==> config.mk <==
export PLATFORM = sky130hd
export DESIGN_NAME = seg7_scan_driver_flat
export DESIGN_NICKNAME = d
export VERILOG_FILES = /design/src/rtl/seg7_scan_driver_if.sv /design/src/rtl/seg7_scan_driver.sv /design/src/flat_wrapper.sv
export SDC_FILE = /design/constraint.sdc
export NUM_CORES = 1
export LEC_CHECK = 0
export ABC_AREA = 1
export CAP_MARGIN = 20
export CELL_PAD_IN_SITES_DETAIL_PLACEMENT = 1
export CELL_PAD_IN_SITES_GLOBAL_PLACEMENT = 2
export CORE_UTILIZATION = 33
export CTS_CLUSTER_SIZE = 10
export DETAILED_ROUTE_END_ITERATION = 6
export PLACE_DENSITY_LB_ADDON = 0.12
export SLEW_MARGIN = 25
export SYNTH_ARGS = -nofsm -noshare
export SYNTH_HDL_FRONTEND = slang
export SYNTH_SLANG_ARGS = --single-unit
==> constraint.sdc <==
create_clock -name clk -period 4.9 [get_ports clk]
set_clock_uncertainty 0.2 [all_clocks]
set_input_delay 0.98 -clock clk [delete_from_list [all_inputs] [get_ports clk]]
set_output_delay 0.98 -clock clk [all_outputs]
set_load 0.01 [all_outputs]
==> src/rtl/seg7_scan_driver_if.sv <==
// CPU-side register port and board pin bundle for seg7_scan_driver.
// master: CPU store path / board; slave: the scan driver itself.
interface seg7_scan_driver_if;
    logic        wr_en_i;
    logic        wr_sel_i;
    logic [31:0] wr_data_i;
    logic [31:0] rd_data_o;
    logic        frame_o;
    logic [7:0]  led_en_o;
    logic [7:0]  led_c_o;

    modport master (
        output wr_en_i, wr_sel_i, wr_data_i,
        input  rd_data_o, frame_o, led_en_o, led_c_o
    );

    modport slave (
        input  wr_en_i, wr_sel_i, wr_data_i,
        output rd_data_o, frame_o, led_en_o, led_c_o
    );
endinterface

==> src/rtl/seg7_scan_driver.sv <==
// 8-digit common-anode seven-segment scan driver with double-buffered
// digit/dp registers, programmable dwell and per-dwell dead time.
// Optional build macro SEG7_LZ_BLANK_EN: leading-zero suppression.
module seg7_scan_driver #(
    parameter int unsigned SCAN_DIV  = 100000,
    parameter int unsigned BLANK_CYC = 16
) (
    input  logic              clk,
    input  logic              rst_i,
    seg7_scan_driver_if.slave bus
);
    localparam int unsigned CNT_W = $clog2(SCAN_DIV);
    localparam logic [CNT_W-1:0] CNT_LAST  = CNT_W'(SCAN_DIV - 1);
    localparam logic [CNT_W-1:0] BLANK_END = CNT_W'(BLANK_CYC);

    logic [CNT_W-1:0] cnt;
    logic [2:0]       idx;
    logic [31:0]      pend_dig;
    logic [7:0]       pend_dp;
    logic [31:0]      shad_dig;
    logic [7:0]       shad_dp;
    logic [7:0]       led_en;
    logic [7:0]       led_c;
    logic             frame;

    logic             dwell_end_c;
    logic             frame_end_c;
    logic             blank_c;
    logic [3:0]       nib_c;
    logic [6:0]       glyph_c;
    logic [6:0]       seg_c;

    assign dwell_end_c = (cnt == CNT_LAST);
    assign frame_end_c = dwell_end_c && (idx == 3'd7);
    assign blank_c     = (cnt < BLANK_END);
    assign nib_c       = shad_dig[{idx, 2'b00} +: 4];

    // Active-low {ca..cg} hex glyphs.
    always_comb begin
        glyph_c = 7'h7F;
        case (nib_c)
            4'h0: glyph_c = 7'b0000001;
            4'h1: glyph_c = 7'b1001111;
            4'h2: glyph_c = 7'b0010010;
            4'h3: glyph_c = 7'b0000110;
            4'h4: glyph_c = 7'b1001100;
            4'h5: glyph_c = 7'b0100100;
            4'h6: glyph_c = 7'b0100000;
            4'h7: glyph_c = 7'b0001111;
            4'h8: glyph_c = 7'b0000000;
            4'h9: glyph_c = 7'b0000100;
            4'hA: glyph_c = 7'b0001000;
            4'hB: glyph_c = 7'b1100000;
            4'hC: glyph_c = 7'b0110001;
            4'hD: glyph_c = 7'b1000010;
            4'hE: glyph_c = 7'b0110000;
            4'hF: glyph_c = 7'b0111000;
            default: glyph_c = 7'h7F;
        endcase
    end

`ifdef SEG7_LZ_BLANK_EN
    logic [2:0] top_nz_c;

    // Blank segments of digits above the highest nonzero nibble; digit 0 always shows.
    always_comb begin
        top_nz_c = 3'd0;
        for (int k = 1; k < 8; k++) begin
            if (shad_dig[4*k +: 4] != 4'h0) begin
                top_nz_c = 3'(k);
            end
        end
        seg_c = (idx > top_nz_c) ? 7'h7F : glyph_c;
    end
`else
    assign seg_c = glyph_c;
`endif

    // Dwell counter and digit index.
    always_ff @(posedge clk or posedge rst_i) begin
        if (rst_i) begin
            cnt <= '0;
            idx <= 3'd0;
        end else begin
            cnt <= dwell_end_c ? '0 : cnt + CNT_W'(1);
            if (dwell_end_c) begin
                idx <= idx + 3'd1;
            end
        end
    end

    // Pending registers, and shadow load at frame end with same-edge write bypass.
    always_ff @(posedge clk or posedge rst_i) begin
        if (rst_i) begin
            pend_dig <= '0;
            pend_dp  <= '0;
            shad_dig <= '0;
            shad_dp  <= '0;
        end else begin
            if (bus.wr_en_i && !bus.wr_sel_i) begin
                pend_dig <= bus.wr_data_i;
            end
            if (bus.wr_en_i && bus.wr_sel_i) begin
                pend_dp <= bus.wr_data_i[7:0];
            end
            if (frame_end_c) begin
                shad_dig <= (bus.wr_en_i && !bus.wr_sel_i) ? bus.wr_data_i : pend_dig;
                shad_dp  <= (bus.wr_en_i && bus.wr_sel_i) ? bus.wr_data_i[7:0] : pend_dp;
            end
        end
    end

    // Registered pin drive and frame pulse.
    always_ff @(posedge clk or posedge rst_i) begin
        if (rst_i) begin
            led_en <= 8'hFF;
            led_c  <= 8'hFF;
            frame  <= 1'b0;
        end else begin
            frame <= frame_end_c;
            if (blank_c) begin
                led_en <= 8'hFF;
                led_c  <= 8'hFF;
            end else begin
                led_en <= ~(8'd1 << idx);
                led_c  <= {seg_c, ~shad_dp[idx]};
            end
        end
    end

    assign bus.rd_data_o = pend_dig;
    assign bus.frame_o   = frame;
    assign bus.led_en_o  = led_en;
    assign bus.led_c_o   = led_c;
endmodule

==> src/flat_wrapper.sv <==
// flat-port wrapper written by rule: the top's interface ports become plain ports
module seg7_scan_driver_flat 
#(
    parameter int unsigned SCAN_DIV  = 100000,
    parameter int unsigned BLANK_CYC = 16
)
  (clk, rst_i, bus_wr_en_i, bus_wr_sel_i, bus_wr_data_i, bus_rd_data_o, bus_frame_o, bus_led_en_o, bus_led_c_o);
  seg7_scan_driver_if bus_i ();
  input  logic clk;
  input  logic rst_i;
  input wire logic [$bits(bus_i.wr_en_i)-1:0] bus_wr_en_i;
  input wire logic [$bits(bus_i.wr_sel_i)-1:0] bus_wr_sel_i;
  input wire logic [$bits(bus_i.wr_data_i)-1:0] bus_wr_data_i;
  output wire logic [$bits(bus_i.rd_data_o)-1:0] bus_rd_data_o;
  output wire logic [$bits(bus_i.frame_o)-1:0] bus_frame_o;
  output wire logic [$bits(bus_i.led_en_o)-1:0] bus_led_en_o;
  output wire logic [$bits(bus_i.led_c_o)-1:0] bus_led_c_o;
  assign bus_i.wr_en_i = bus_wr_en_i;
  assign bus_i.wr_sel_i = bus_wr_sel_i;
  assign bus_i.wr_data_i = bus_wr_data_i;
  assign bus_rd_data_o = bus_i.rd_data_o;
  assign bus_frame_o = bus_i.frame_o;
  assign bus_led_en_o = bus_i.led_en_o;
  assign bus_led_c_o = bus_i.led_c_o;
  seg7_scan_driver #(.SCAN_DIV(SCAN_DIV), .BLANK_CYC(BLANK_CYC)) u_core (.clk(clk), .rst_i(rst_i), .bus(bus_i));
endmodule
==> results.cfg <==
[run_status]
run_status = finished, final reports clean

[clocking]
tritoncts_clock_tree = yes
cts_htree_levels = 4
max-clock-path-buffers = 2
clk_latency_ns = 0.42
post_cts.repair.setup_buffers = 0
ctsHoldBuffers = 0
clk_transition_reported_paths_ns = 0.05
cts_root_buffer = sky130_fd_sc_hd__clkbuf_16
tritoncts.num_buffers = 17
post_cts_resized = 0
clock_sink_count = 117

[drt]
avgRoutedWirePerCell_um = 14.7
route.vias.total = 4157
detail_route.iter0.violations = 192
postRouteAntennaNets = 0
via_per_inst = 4.63
wirelength_mm = 13.2
drtPass1Iterations = 4
drcViolationCount = 0

[floorplanning]
num_io_pins = 85
floorplan.die_area_um2 = 16600
floorplan.rows = 45
fp.dieW_um = 129
core_area_um2 = 15400
die_h_um = 129
start_util = 0.343

[synthesis]
post_synth_xor_area_fraction = 0.00992
synthesis.nets = 635
yosysWarningCount = 0
synth_fa_ha_area_frac = 0.0307
synth_area_um2 = 5300
synth_top_family_by_area = simple AND/OR/NAND/NOR gates
register_area_share_after_synthesis = 0.556
post_synth_simple_gate_area = 0.197
synthesis.instances = 586
synthDistinctLibCells = 28
ys_seq_elements = 117
synth_compound_area_frac = 0.0732
post_synthesis_average_cell_area_um2 = 9.04
muxShareOfSynthArea = 0.0510

[placed_design]
numPortBuffers = 84
gp_congestion = 0.773
dpl_worst_slack_ns = 1.83
place_hpwl_mm = 9.39

[critical_path]
critPathMaxFanout = 43
endpoint_kind = flop
timing.setup.critical_path_class = reg -> reg
worstSetupStartpointType = flop
arrival_time_reported_for_the_critical_path_endpoint_ns = 3.17
timing.critical_path.required_ns = 5.03

[sta]
finalHoldViolCount = 0
worstMarginPinSlew_ns = 0.870
max-slew-margin-rel = 0.419
maxClockFrequency_ghz = 0.329
grt_setup_unrepaired = false
post-route-period-util = 0.621
worst_slack_ns = 1.86
fin_setup_tns_ns = 0
timing.final.setup_violations = 0
fin_worst_hold_slack_ns = 0.265
period_minus_slack_ns = 3.04
slew_violations = 0

[finish]
finalNetCount = 724
final_core_utilization = 0.444
multi_input_area_um2 = 1920
post_route_cells_drive_above_1_share = 0.120
total_of_fill_cells_in_the_finished_design = 1832
highest_count_cells_in_the_layout_ignoring_fill_and_taps = sky130_fd_sc_hd__nand2_1, sky130_fd_sc_hd__dfrtp_1, sky130_fd_sc_hd__clkdlybuf4s50_1, sky130_fd_sc_hd__inv_1, sky130_fd_sc_hd__o21ai_0
num_antenna_cells = 0
layout-area-overhead-vs-synth_pct = 29.3
layout_commonest_cell = sky130_fd_sc_hd__nand2_1
sequential_cell_area_um2 = 2950

[grt]
grt_max_degree = 52
overflow = 0
via_count_of_the_first_global_routing_pass = 4407
track_usage = 0.179
grt_first_pass_wirelength_mm = 22.5
number_of_antenna_violations_at_the_first_check_in_global_routing = 0

[hold_path]
worstHoldPathType = reg -> reg

[pwr]
pwr_total_mw = 2.35
ir_worst_vdd_mv = 0.251
power.leakage_nw = 3.14
power.density_cell_area_nw_per_um2 = 343

[flow_run]
maxCapViolations = 0
cells in the mapped netlist:
| cell | count | area [um2] |
|---|---|---|
| sky130_fd_sc_hd__nand2_1 | 153 | 574 |
| sky130_fd_sc_hd__dfrtp_1 | 101 | 2530 |
| sky130_fd_sc_hd__inv_1 | 81 | 304 |
| sky130_fd_sc_hd__o21ai_0 | 61 | 305 |
| sky130_fd_sc_hd__nand3_1 | 47 | 235 |
| sky130_fd_sc_hd__nor2_1 | 29 | 109 |
| sky130_fd_sc_hd__mux2_2 | 24 | 270 |
| sky130_fd_sc_hd__dfstp_2 | 16 | 420 |
| sky130_fd_sc_hd__ha_1 | 13 | 163 |
| sky130_fd_sc_hd__buf_2 | 9 | 45.0 |
| sky130_fd_sc_hd__nand4_1 | 7 | 43.8 |
| sky130_fd_sc_hd__xor2_1 | 6 | 52.6 |
| sky130_fd_sc_hd__a21oi_1 | 5 | 25.0 |
| sky130_fd_sc_hd__clkbuf_1 | 5 | 18.8 |
| sky130_fd_sc_hd__buf_6 | 4 | 45.0 |
| sky130_fd_sc_hd__nor3_1 | 4 | 20.0 |
| sky130_fd_sc_hd__o21ai_1 | 4 | 20.0 |
| sky130_fd_sc_hd__inv_2 | 3 | 11.3 |
| sky130_fd_sc_hd__and3_1 | 2 | 12.5 |
| sky130_fd_sc_hd__nand2_2 | 2 | 12.5 |
| sky130_fd_sc_hd__nand3_2 | 2 | 20.0 |
| sky130_fd_sc_hd__o211ai_1 | 2 | 15.0 |
| sky130_fd_sc_hd__a211oi_1 | 1 | 7.51 |
| sky130_fd_sc_hd__buf_4 | 1 | 7.51 |
| sky130_fd_sc_hd__nor2_4 | 1 | 11.3 |
| sky130_fd_sc_hd__nor3b_1 | 1 | 7.51 |
| sky130_fd_sc_hd__o21ai_2 | 1 | 8.76 |
| sky130_fd_sc_hd__o22ai_1 | 1 | 6.26 |
metrics by stage:
step	area, um2	instances
floorplan	5300	586
global placement	6330	867
detailed placement	6330	867
CTS	6850	897
global route	6850	897
finish	6850	897
cell type report:
cell class                 instances  area share
sequential                       117       0.430
multi-input combinational        366       0.281
timing repair buffer              89       0.128
clock buffer                      25      0.0723
inverter                          84      0.0464
tap                              211      0.0385
clock inverter                     5     0.00365
critical path: stages (launching register included):
cell and delay (ns):
sky130_fd_sc_hd__dfrtp_1 0.81, sky130_fd_sc_hd__ha_1 0.29, sky130_fd_sc_hd__ha_1 0.17, sky130_fd_sc_hd__inv_1 0.11
sky130_fd_sc_hd__nor2_4 0.70, sky130_fd_sc_hd__buf_4 0.45, sky130_fd_sc_hd__nand2_1 0.11, sky130_fd_sc_hd__o21ai_0 0.09
sequential cells by signal, indices dropped and copies added, names as in the netlist, 3 cells and up:
signal and flops:
u_core.bus.rd_data_o 32, u_core.shad_dig 32, u_core.cnt 17, u_core.bus.led_c_o 8
u_core.bus.led_en_o 8, u_core.pend_dp 8, u_core.shad_dp 8, u_core.idx 3
layer usage:
layer  vias to the layer above  share of wire  global-route usage
li1                       2036              -                   -
met2                        71           0.45               0.273
met1                      2029           0.50               0.244
met4                         0          0.017              0.0727
met5                         -              0                   0
met3                        21          0.032              0.0420
where the power goes:
group	switching, mW	internal [mW]	total, mW	leakage [nW]
logic	0.0932	0.120	0.213	1.60
clock network	0.415	0.688	1.10	0.263
registers	0.0220	1.01	1.04	1.28
cell families (layout without fill, tap and decap cells):
| kind of cell | count (synthesis) | after routing |
|---|---|---|
| simple gates | 248 | 248 |
| xor+xnor | 6 | 6 |
| mux | 24 | 24 |
| compound gates | 75 | 75 |
| fa+ha+maj | 13 | 13 |
| buf+inv | 103 | 203 |
| flops | 117 | 117 |
worst paths after layout:
path / startpoint / endpoint / slack, ns / cells after the start
setup / recovery: u_core.idx[0]$_DFFE_PP0N_ / u_core.shad_dig[19]$_DFFE_PP0P_ / 1.86 / 7
hold / removal: u_core.cnt[0]$_DFF_PP0_ / u_core.cnt[0]$_DFF_PP0_ / 0.26 / 1
setup reg to reg: u_core.idx[0]$_DFFE_PP0N_ / u_core.shad_dig[19]$_DFFE_PP0P_ / 1.86 / 7
hold reg to reg: u_core.cnt[0]$_DFF_PP0_ / u_core.cnt[0]$_DFF_PP0_ / 0.26 / 1
max in group asynchronous: rst_i / u_core.bus.rd_data_o[22]$_DFF_PP0_ / 2.79 / 3
min in group asynchronous: rst_i / u_core.pend_dp[6]$_DFF_PP0_ / 0.81 / 2
Power figures use the tool's default switching activity.
